`src/rtl/writeback_stage.sv`:
```
// Final RISC-V pipeline stage: 2-entry skid buffer, load extension, writeback source select
// and register-file write port. Define WB_INSTRET_EN to add the 64-bit instret counter/port.
module writeback_stage #(
  parameter int DEPTH = 2,
  parameter int XLEN  = 32
) (
  input  logic            clk,
  input  logic            rst,
  input  logic [31:0]     IR,
  input  logic [XLEN-1:0] RD,
  input  logic [XLEN-1:0] A,
  input  logic [XLEN-1:0] PC,
  input  logic [4:0]      AM,
  input  logic            v_in,
  input  logic            stall,
  output logic            r_out,
  output logic            wb_en,
  output logic [4:0]      wb_addr,
  output logic [XLEN-1:0] wb_data,
  output logic            v_out
`ifdef WB_INSTRET_EN
  ,
  output logic [63:0]     instret
`endif
);

  typedef enum logic [6:0] {
    OPC_LOAD   = 7'b0000011,
    OPC_OP_IMM = 7'b0010011,
    OPC_AUIPC  = 7'b0010111,
    OPC_OP     = 7'b0110011,
    OPC_LUI    = 7'b0110111,
    OPC_JALR   = 7'b1100111,
    OPC_JAL    = 7'b1101111
  } opcode_e;

  // Only the decode fields of IR are kept; the rest of the word is irrelevant at writeback.
  typedef struct packed {
    logic [6:0]      opcode;
    logic [2:0]      funct3;
    logic [XLEN-1:0] rd;
    logic [XLEN-1:0] a;
    logic [XLEN-1:0] pc;
    logic [4:0]      am;
  } entry_t;

  typedef struct packed {
    logic            write;
    logic [XLEN-1:0] data;
  } wb_src_t;

  function automatic wb_src_t wb_source(input entry_t e);
    wb_src_t s;
    s.write = 1'b0;
    s.data  = '0;
    case (e.opcode)
      OPC_LOAD: begin
        s.write = 1'b1;
        case (e.funct3)
          3'b000:  s.data = {{(XLEN-8){e.rd[7]}}, e.rd[7:0]};
          3'b001:  s.data = {{(XLEN-16){e.rd[15]}}, e.rd[15:0]};
          3'b010:  s.data = e.rd;
          3'b100:  s.data = {{(XLEN-8){1'b0}}, e.rd[7:0]};
          3'b101:  s.data = {{(XLEN-16){1'b0}}, e.rd[15:0]};
          default: s.write = 1'b0;
        endcase
      end
      OPC_JAL, OPC_JALR: begin
        s.write = 1'b1;
        s.data  = e.pc + XLEN'(4);
      end
      OPC_OP, OPC_OP_IMM, OPC_LUI, OPC_AUIPC: begin
        s.write = 1'b1;
        s.data  = e.a;
      end
      default: s.write = 1'b0;
    endcase
    return s;
  endfunction

  entry_t     buf0, buf1;   // buf0 is always the head
  entry_t     in_entry;
  wb_src_t    head_src;
  logic [1:0] occ, occ_next, occ_after_pop;
  logic       accept, retire;
  logic       unused_ir_bits;

  assign unused_ir_bits = ^{IR[31:15], IR[11:7]};

  assign in_entry = '{opcode: IR[6:0], funct3: IR[14:12], rd: RD, a: A, pc: PC, am: AM};

  // Retire looks at pre-edge occupancy, so an entry accepted into an empty buffer waits a cycle.
  assign accept        = v_in & r_out;
  assign retire        = ~stall & (occ != 2'd0);
  assign occ_after_pop = occ - {1'b0, retire};
  assign occ_next      = occ_after_pop + {1'b0, accept};
  assign head_src      = wb_source(buf0);

  // NOTE: non-blocking assignments for every registered signal so all flops sample pre-edge values.
  always_ff @(posedge clk or posedge rst) begin
    if (rst) begin
      occ     <= 2'd0;
      r_out   <= 1'b1;
      wb_en   <= 1'b0;
      wb_addr <= '0;
      wb_data <= '0;
      v_out   <= 1'b0;
    end else begin
      occ   <= occ_next;
      // Dropping ready at one entry under stall leaves room for the accept already in flight.
      r_out <= (occ_next == 2'd0) | ((occ_next == 2'd1) & ~stall);
      if (retire) begin
        v_out   <= 1'b1;
        wb_en   <= head_src.write & (buf0.am != 5'd0);
        wb_addr <= buf0.am;
        wb_data <= head_src.data;
      end else begin
        v_out <= 1'b0;
        wb_en <= 1'b0;
      end
    end
  end

  // NOTE: the buffer storage has no reset; occupancy alone says which slots are meaningful.
  always_ff @(posedge clk) begin
    if (accept && (occ_after_pop == 2'd0)) begin
      buf0 <= in_entry;
    end else if (retire) begin
      buf0 <= buf1;
    end
    if (accept && (occ_after_pop == 2'd1)) begin
      buf1 <= in_entry;
    end
  end

`ifdef WB_INSTRET_EN
  always_ff @(posedge clk or posedge rst) begin
    if (rst) begin
      instret <= 64'd0;
    end else if (retire) begin
      instret <= instret + 64'd1;
    end
  end
`endif

`ifndef SYNTHESIS
  a_no_overflow_accept: assert property (@(posedge clk) disable iff (rst)
    !(v_in && r_out && (occ == 2'd2)));

  a_occ_within_depth: assert property (@(posedge clk) disable iff (rst)
    int'(occ) <= DEPTH);
`endif

endmodule
```
`config.mk`:
```
export PLATFORM = sky130hd
export DESIGN_NAME = writeback_stage
export DESIGN_NICKNAME = d
export VERILOG_FILES = /design/src/rtl/writeback_stage.sv
export SDC_FILE = /design/constraint.sdc
export NUM_CORES = 1
export LEC_CHECK = 0
export ABC_AREA = 1
export CORE_MARGIN = 10
export CORE_UTILIZATION = 50
export DETAILED_ROUTE_END_ITERATION = 10
export DONT_BUFFER_PORTS = 1
export PLACE_DENSITY = 0.66
export SLEW_MARGIN = 5
export SYNTH_ARGS = -nofsm -noshare
export SYNTH_HDL_FRONTEND = slang
export SYNTH_SLANG_ARGS = --single-unit
```
`constraint.sdc`:
```
create_clock -name clk -period 8.8 [get_ports clk]
set_input_delay 1.76 -clock clk [delete_from_list [all_inputs] [get_ports clk]]
set_output_delay 1.76 -clock clk [all_outputs]
set_load 0.02 [all_outputs]
```
-- Yosys cells after proc, flatten, opt, wreduce, memory -nomap -nowiden
Index checks and enable logic that the tools add are counted.
- register bits: 264
- latch bits: 0
- bits in writable memories: 0
- memory bits (read-only): 0
- input bits: 137
- output and inout bits: 40
- memories kept: 0
- add/sub/neg operators: 3
- multipliers: 0
- divide/modulo/power cells: 0
- $lt $le $gt $ge: 0
- equality and inequality tests: 13
- shift operators: 0
- muxes and demuxes: 8
- bitwise operators: 6
- reductions and logical operators: 12
- operator list (operator ; number):
    $mux W111 ; 2
    $pmux W32 S5 ; 1
    $pmux W32 S3 ; 1
    $add A32 B3 Y32 const B ; 1
    $eq A7 B5 Y1 const B ; 2
    $eq A7 B6 Y1 const B ; 2
    $eq A7 B7 Y1 const B ; 2
    $eq A7 B2 Y1 const B ; 1
    $eq A3 B3 Y1 const B ; 2
    $reduce_or A6 Y1 ; 1
    $reduce_bool A5 Y1 ; 1
    $reduce_or A5 Y1 ; 1
    $and A1 B1 Y1 ; 4
    $eq A2 B1 Y1 const B ; 2
    $logic_not A2 Y1 ; 2
    $reduce_bool A2 Y1 ; 2
    $reduce_or A4 Y1 ; 1
    $eq A3 B1 Y1 const B ; 1
    $eq A3 B2 Y1 const B ; 1
    $logic_not A3 Y1 ; 1
    $mux W1 ; 3
    $add A2 B1 Y2 ; 1
    $logic_and A1 B1 Y1 ; 2
    $pmux W1 S2 ; 1
    4 further kinds ; 4

-- Logic depth before layout (Yosys ltp)
Gate-level depths: netlist of run 1.
- word-level depth: 7
- gate-level depth with buffers: 10
- depth with buffers taken out: 10

-- Least setup slack after synthesis of run 1
No wires, ideal clock.
- kind: input-to-reg
- start: input stall
- end: register buf1[0] in the netlist's numbering, enable pin
- library setup time: 0.582 ns
- data arrival time: 7.414 ns
- required time: 8.218 ns
- slack: 0.804 ns
- stages on the path: 6
- cell sequence: nor2_1 clkbuf_1 ha_1 xnor2_2 nand2_1 nor2_1
- cells in the longest elaborated chain, start to end: 5
- RTL lines (item ; RTL line ; text):
    start: declaration ; 15 ; input logic stall,
    $not A1 Y1 ; 94 ; assign retire = ~stall & (occ != 2'd0);
    $and A1 B1 Y1 ; 94 ;
    via retire ; 85 ; logic accept, retire;
    $sub A2 B1 Y2 ; 95 ; assign occ_after_pop = occ - {1'b0, retire};
    $eq A2 B1 Y1 ; 131 ; if (accept && (occ_after_pop == 2'd1)) begin
    $logic_and A1 B1 Y1 ; 131 ;
    end signal: assignment ; 132 ; buf1 <= in_entry;
    end: declaration ; 81 ; entry_t buf0, buf1;
The timed path passes the listed nets, and every way through them passes these cells.
A chain may end at the register's enable or synchronous reset.

-- Final worst setup path of run 1
- start: input stall
- end: register buf0[7] in the netlist's numbering, enable pin
- cells in the longest elaborated chain, start to end: 6
- RTL lines (item ; RTL line ; text):
    $not A1 Y1 * ; 94 ;
    $and A1 B1 Y1 * ; 94 ;
    $sub A2 B1 Y2 ; 95 ;
    $logic_not A2 Y1 ; 126 ; if (accept && (occ_after_pop == 2'd0)) begin
    $logic_and A1 B1 Y1 ; 126 ;
    $reduce_bool A2 Y1 (no line) * ; -- ;
    end signal: assignment ; 127 ; buf0 <= in_entry;
    end signal: assignment ; 129 ; buf0 <= buf1;
    end: declaration ; 81 ;
Mark *: on every way between the ends. The rest lies on a longest branch, timed or not.

==> results.yml, run 1 <==
outcome:
  status: "finished clean"
clocking:
  clock_latency_ps: 540
  cts_setup_buffers: 0
  root_buffer: "clkbuf_16"
  cts_buffers: 28
  cts_hold_buf: 0
  cts_tree: "done"
  clkTransAtPathRegs_ps: 60
  cts_buffer_depth: 3
  cts_resized: 0
  cts.sinks: 264
  htree_num_levels: 1
setup_path:
  arrival_ps: 4760
  cp_max_fo: 71
  worst-path-buf-inv: 2
  start_kind: "input pin"
  crit_family: "buffers and inverters"
  crit_type: "in2reg"
  worst_path_max_delay_cell: "buf_4"
  worst_path_most_repeated_cell: "buf_4"
  crit_required_ps: 8950
  path_cells: "nor2_4 > buf_4 > ha_1 > xnor2_2 > nand3_4 > nand2_4 > buf_4"
  cp-end-kind: "register"
  slowest_delay_ps: 790
  timing.rr.start: "occ[1]"
  worstSetupStartpoint: "stall"
final_layout:
  drive_gt1_frac: 0.185
  antenna_cells: 0
  final_util: 0.562
  syn2layout_area_growth_pct: 10.0
  nets: 1055
  layout_common_cells: "nand2_1, edfxtp_1, mux2_4, nand3_1, nor2_1"
power_and_ir_drop:
  pwr-share-comb: 0.199
  seqPwrFrac: 0.517
  total_power_mw: 3.91
  p_per_area_mw_per_mm2: 306
  clock_power_share: 0.284
  intPower_mw: 2.72
  p_switching_mw: 1.19
  peakVddDrop_mv: 0.203
  swShare: 0.304
  p_leak_nw: 5.17
sta:
  fin_setup_tns_ps: 0
  maxSlewViolCount: 0
  fin_crit_ps: 4610
  rsz0062_at_grt: "false"
  min_period_over_period: 0.524
  tightestPinTransition_ps: 1140
  slew_headroom: 0.234
  setup_viol: 0
  fin_skew_ps: 14.7
  hold_violations: 0
  max_freq_mhz: 217
detailed_routing:
  avgRoutedWirePerCell_um: 19.9
  drtPass1Iterations: 5
  ant_nets: 0
  viasPerCell: 5.30
  vias: 6629
  drtIter0Drc: 463
  drc_errors: 0
  routed_wirelength_mm: 24.8
die:
  ioPinCount: 177
  initial_core_util: 0.511
  rows: 55
  fp.dieArea_sq_mm: 0.0298
  core-area_sq_mm: 0.0228
  die_w_um: 173
  dieHeight_um: 173
synth:
  synth_seq_area_share: 0.664
  yosys.cell_types.count: 29
  ys_ff_latch: 264
  synthCells: 908
  syn_nets: 1048
  synth.avg_cell_area_sq_um: 12.8
  syn-cell-area_sq_mm: 0.0116
  yosys_warnings: 0
min_path:
  hold_start: "buf0[4]"
  hold_class: "reg2reg"
global_route:
  grt_pass1_vias: 6611
  grt_max_degree: 72
  grtUsageTotal: 0.161
  grt_pass1_wl_mm: 38.2
  antenna_found_initial: 0
  grt_overflow: 0
place:
  gp_congestion: 0.875
  dp_hpwl_mm: 17.4
  portBuffers: 0
flow_run:
  maxCapViolCount: 0
synth_stat cells (all sizes together):
cell type | instances | area, sq um
a21oi | 37 | 185
o211ai | 2 | 15.0
clkbuf | 11 | 41.3
ha | 3 | 37.5
nand4 | 2 | 12.5
nor4 | 1 | 6.26
nor2 | 70 | 273
nor3 | 3 | 26.3
mux2 | 111 | 1550
buf | 19 | 150
xnor2 | 2 | 25.0
edfxtp | 222 | 6670
o21ai | 16 | 80.1
and2 | 3 | 18.8
dfrtp | 41 | 1030
nand3 | 74 | 370
inv | 56 | 210
or2 | 4 | 25.0
dfstp | 1 | 26.3
nand2 | 224 | 843
o21bai | 6 | 45.0
routing by layer:
layer / wire (um) / track usage
met1: 10400 / 0.206
met2: 11500 / 0.252
met3: 2440 / 0.0620
met4: 558 / 0.0395
met5: 0 / 0
flip-flops by register name, summed over array words and instances (netlist names):
name     flops
wb_data     32
buf1       111
v_out        1
wb_addr      5
occ          2
wb_en        1
buf0       111
r_out        1
worst paths after layout:
| path | cells past startpoint | slack [ps] | endpoint |
|---|---|---|---|
| worst max-delay path | 7 | 4190 | buf0[7] |
| worst min-delay path | 2 | 480 | wb_addr[4] |
| worst max register to register | 8 | 4940 | buf0[7] |
| worst min register to register | 2 | 480 | wb_addr[4] |
| max in group asynchronous | 1 | 6850 | wb_data[14] |
| min in group asynchronous | 1 | 1320 | wb_addr[1] |
power by group through the flow:
stage,combinational (mW),sequential [mW],clock (mW)
final,0.778,2.02,1.11
after global routing,0.864,2.06,1.18
after CTS,0.788,2.03,1.14
after detailed placement,0.783,2.05,0
after global placement,0.765,2.04,0
after floorplan,0.623,2.01,0
kinds of logic (layout without fill, tap and decap cells):
family          after synthesis  in the layout  synth area share
xor+xnor                      2              2           0.00215
compound gates               61             61            0.0280
buf+inv                      86            115            0.0345
fa+ha+maj                     3              3           0.00323
simple gates                381            381             0.135
mux                         111            111             0.133
flops                       264            264             0.664
final cells by class:
class | instances | area [sq um]
sequential | 264 | 7720
clock inverter | 11 | 95.1
clock buffer | 41 | 779
multi-input combinational | 558 | 3550
timing repair buffer | 7 | 52.6
tap | 313 | 392
inverter | 56 | 210
fill | 1824 | 9980
metrics by stage:
stage          hold WS [ps]  instance area (sq um)  cells  worst slack [ps]
2_1_floorplan           451                  11600    908               804
3_3_place_gp            469                  11900   1198              3590
3_5_place_dp            465                  11900   1198              3550
4_1_cts                 480                  12800   1250              4120
5_1_grt                 511                  12800   1250              3930
6_report                478                  12800   1250              4190
worst reg2reg max path, delay by kind of cell (launching register included):
family / cells / cell delay (ps)
xor gates and xnor gates: 1 / 170
DFF: 1 / 390
buffers and inverters: 2 / 1270
and+or+nand+nor: 4 / 1290
adders and majority gates: 1 / 320
Power figures use the tool's default switching activity.
==> run 2, diff against run 1 <==
--- a/config.mk
+++ b/config.mk
@@ -5,12 +5,12 @@
 export SDC_FILE = /design/constraint.sdc
 export NUM_CORES = 1
 export LEC_CHECK = 0
-export ABC_AREA = 1
+export ABC_AREA = 0
 export CORE_MARGIN = 10
 export CORE_UTILIZATION = 50
 export DETAILED_ROUTE_END_ITERATION = 10
 export DONT_BUFFER_PORTS = 1
-export PLACE_DENSITY = 0.66
+export PLACE_DENSITY = 0.69
 export SLEW_MARGIN = 5
 export SYNTH_ARGS = -nofsm -noshare
 export SYNTH_HDL_FRONTEND = slang
==> constraint.sdc (replaced) <==
create_clock -name clk -period 4.15 [get_ports clk]
set_input_delay 0.83 -clock clk [delete_from_list [all_inputs] [get_ports clk]]
set_output_delay 0.83 -clock clk [all_outputs]
set_load 0.02 [all_outputs]
==> run 2 against run 1 <==
Global-route usage grew 0.89 points. Largest power group unchanged. Area after synthesis decreased by 4.9%. Final cell count down 18%. Power is 120% higher. First-iteration DRC count rose by 1.9%. Combinational power is 110% higher. Flip-flop and latch count unchanged. Clock power increased by 140%. Register-to-register slack worse by 3600 ps. Worst hold slack got worse by 130 ps. Via count shrank 5.5%. Core utilization increased by 0.50 points. Critical endpoint is now buf0[53].
==> results.yml, run 2 <==
final_layout:
  syn2layout_area_growth_pct: 11.8
  design_area_sq_mm: 0.0124
  final_cells: 1027
  drive_gt1_frac: 0.244
  layout_common_cells: "edfxtp_1, mux2_2, nand2_1, dfrtp_1, a21oi_1"
  final_common_cell: "edfxtp_1"
  antenna_cells: 0
  nFillCells: 1691
  nets: 866
  top_regs: "buf0 (111), buf1 (111), wb_data (32)"
setup_path:
  arrival_ps: 2960
  crit_required_ps: 4310
  cp_max_fo: 111
  cp-end-kind: "register"
  start_kind: "register"
  r2r_setup_slack_ps: 1350
  crit_type: "reg2reg"
die:
  initial_core_util: 0.507
  fp.dieArea_sq_mm: 0.0285
  rows: 54
  core-area_sq_mm: 0.0218
  dieHeight_um: 169
  ioPinCount: 177
  die_w_um: 169
synth:
  synth.avg_cell_area_sq_um: 15.3
  synth_compound_area_frac: 0.0876
  synthSimpleGateAreaFrac: 0.0621
  yosys-top-cells-count: "edfxtp_1, mux2_2, nand2_1"
  synth_area_leader_cell: "edfxtp_1"
  synthAdderAreaFrac: 0.00339
  synth_edf_count: 222
  yosys.cell_types.count: 57
  syn-cell-area_sq_mm: 0.0111
  synth_flop_cell: "edfxtp_1"
  synthTopCellsByArea: "edfxtp_1, mux2_2, dfrtp_1"
  synth_top_area_frac: 0.603
  synth_top_family_by_area: "multiplexers"
  yosys_warnings: 0
  syn_nets: 863
  yosys.cell_count.top_type: "edfxtp_1"
  synthCells: 723
  synth_xor_area_frac: 0.0150
  async_reset_ff_frac: 0.159
  synth_seq_area_share: 0.698
  synthMuxAreaShare: 0.116
  ys_ff_latch: 264
clocking:
  cts_buffer_depth: 3
  htree_num_levels: 1
  cts.sinks: 264
  cts_resized: 0
  cts_tree: "done"
  cts_buffers: 28
  cts_hold_buf: 0
  root_buffer: "clkbuf_16"
  clock_latency_ps: 530
  clkTransAtPathRegs_ps: 60
  cts_setup_buffers: 0
global_route:
  grtUsageTotal: 0.170
  antenna_found_initial: 0
  grt_pass1_wl_mm: 38.0
  grt_pass1_vias: 6461
  grt_max_degree: 112
  grt_overflow: 0
sta:
  setup_viol: 0
  slew_headroom: 0.227
  max_freq_mhz: 357
  min_period_over_period: 0.675
  maxSlewViolCount: 0
  tightestPinTransition_ps: 1160
  fin_skew_ps: 12.5
  hold_violations: 0
  fin_crit_ps: 2800
  fin_setup_tns_ps: 0
  rsz0062_at_grt: "false"
detailed_routing:
  drtPass1Iterations: 5
  vias: 6266
  routed_wirelength_mm: 25.1
  viasPerCell: 6.10
  drtIter0Drc: 472
  ant_nets: 0
  drc_errors: 0
  avgRoutedWirePerCell_um: 24.4
place:
  portBuffers: 0
  placed_cells: 976
  dp_hpwl_mm: 17.8
  place_area_sq_mm: 0.0114
  gp_congestion: 0.949
power_and_ir_drop:
  total_power_mw: 8.43
  p_leak_nw: 4.25
  p_per_area_mw_per_mm2: 682
  peakVddDrop_mv: 0.376
min_path:
  hold_class: "in2reg"
outcome:
  status: "finished clean"
flow_run:
  maxCapViolCount: 0
==> run 2: changes by cell type after synthesis, moves of 13 or more <==
| cell | previous run | this run |
|---|---|---|
| nand2_1 | 223 | 43 |
| mux2_2 | 32 | 111 |
| mux2_4 | 79 | 0 |
| nand3_1 | 74 | 12 |
| nor2_1 | 68 | 23 |
| inv_1 | 56 | 12 |
| a22oi_1 | 0 | 25 |
| a22o_1 | 0 | 14 |
| o21ai_1 | 0 | 13 |
==> run 2: worst paths after layout <==
check,from,to,cells past startpoint
min in group asynchronous,rst,wb_addr[4],1
max in group asynchronous,rst,wb_data[16],1
max reg2reg,occ[1],buf0[53],8
min,stall,r_out,1
max,occ[1],buf0[53],8
min reg2reg,buf0[3],wb_addr[3],2
==> run 2: through the flow <==
step / setup slack [ps] / utilization / hold WS, ps
2_1_floorplan: 222 / - / 431
5_1_grt: 1210 / 0.567 / 344
3_5_place_dp: 1050 / 0.522 / 450
6_report: 1350 / 0.567 / 347
3_3_place_gp: 1140 / 0.522 / 443
4_1_cts: 1390 / 0.567 / 338
==> run 2: report_power, final <==
group	leakage, nW	switching, mW	internal [mW]	total, mW
Combinational	1.14	0.991	0.605	1.60
Clock	0.491	1.02	1.59	2.61
Sequential	2.62	0.497	3.73	4.22
==> run 2: cells by family (layout without fill, tap and decap cells) <==
kind of cell,Yosys count,after routing
AOI/OAI and AO/OA,143,143
DFF,264,264
buffers and inverters,49,73
xor gates and xnor gates,19,19
and+or+nand+nor,131,131
muxes,114,114
adders and majority gates,3,3
==> run 2: layout make-up <==
class,instances,area (sq um),area share
clock inverter,21,250,0.0202
timing repair buffer,9,92.6,0.00749
sequential,264,7720,0.624
multi-input combinational,410,3180,0.257
inverter,13,48.8,0.00395
clock buffer,30,729,0.0590
tap,280,350,0.0283
==> run 2: worst max-delay path: stages (launching register included) <==
cell,delay [ps]
dfrtp_1,420
o21bai_4,170
clkinv_1,90
ha_1,190
xnor2_1,410
nand3_4,110
buf_4,330
nand2_4,150
buf_12,470
==> run 2: metal layers <==
metal,share of wire,up-vias,routed length (um),track usage
li1,-,2835,-,-
met1,0.39,3118,9740,0.205
met2,0.47,269,11800,0.272
met3,0.12,44,2930,0.0748
met4,0.025,0,620,0.0443
met5,0,-,0,0
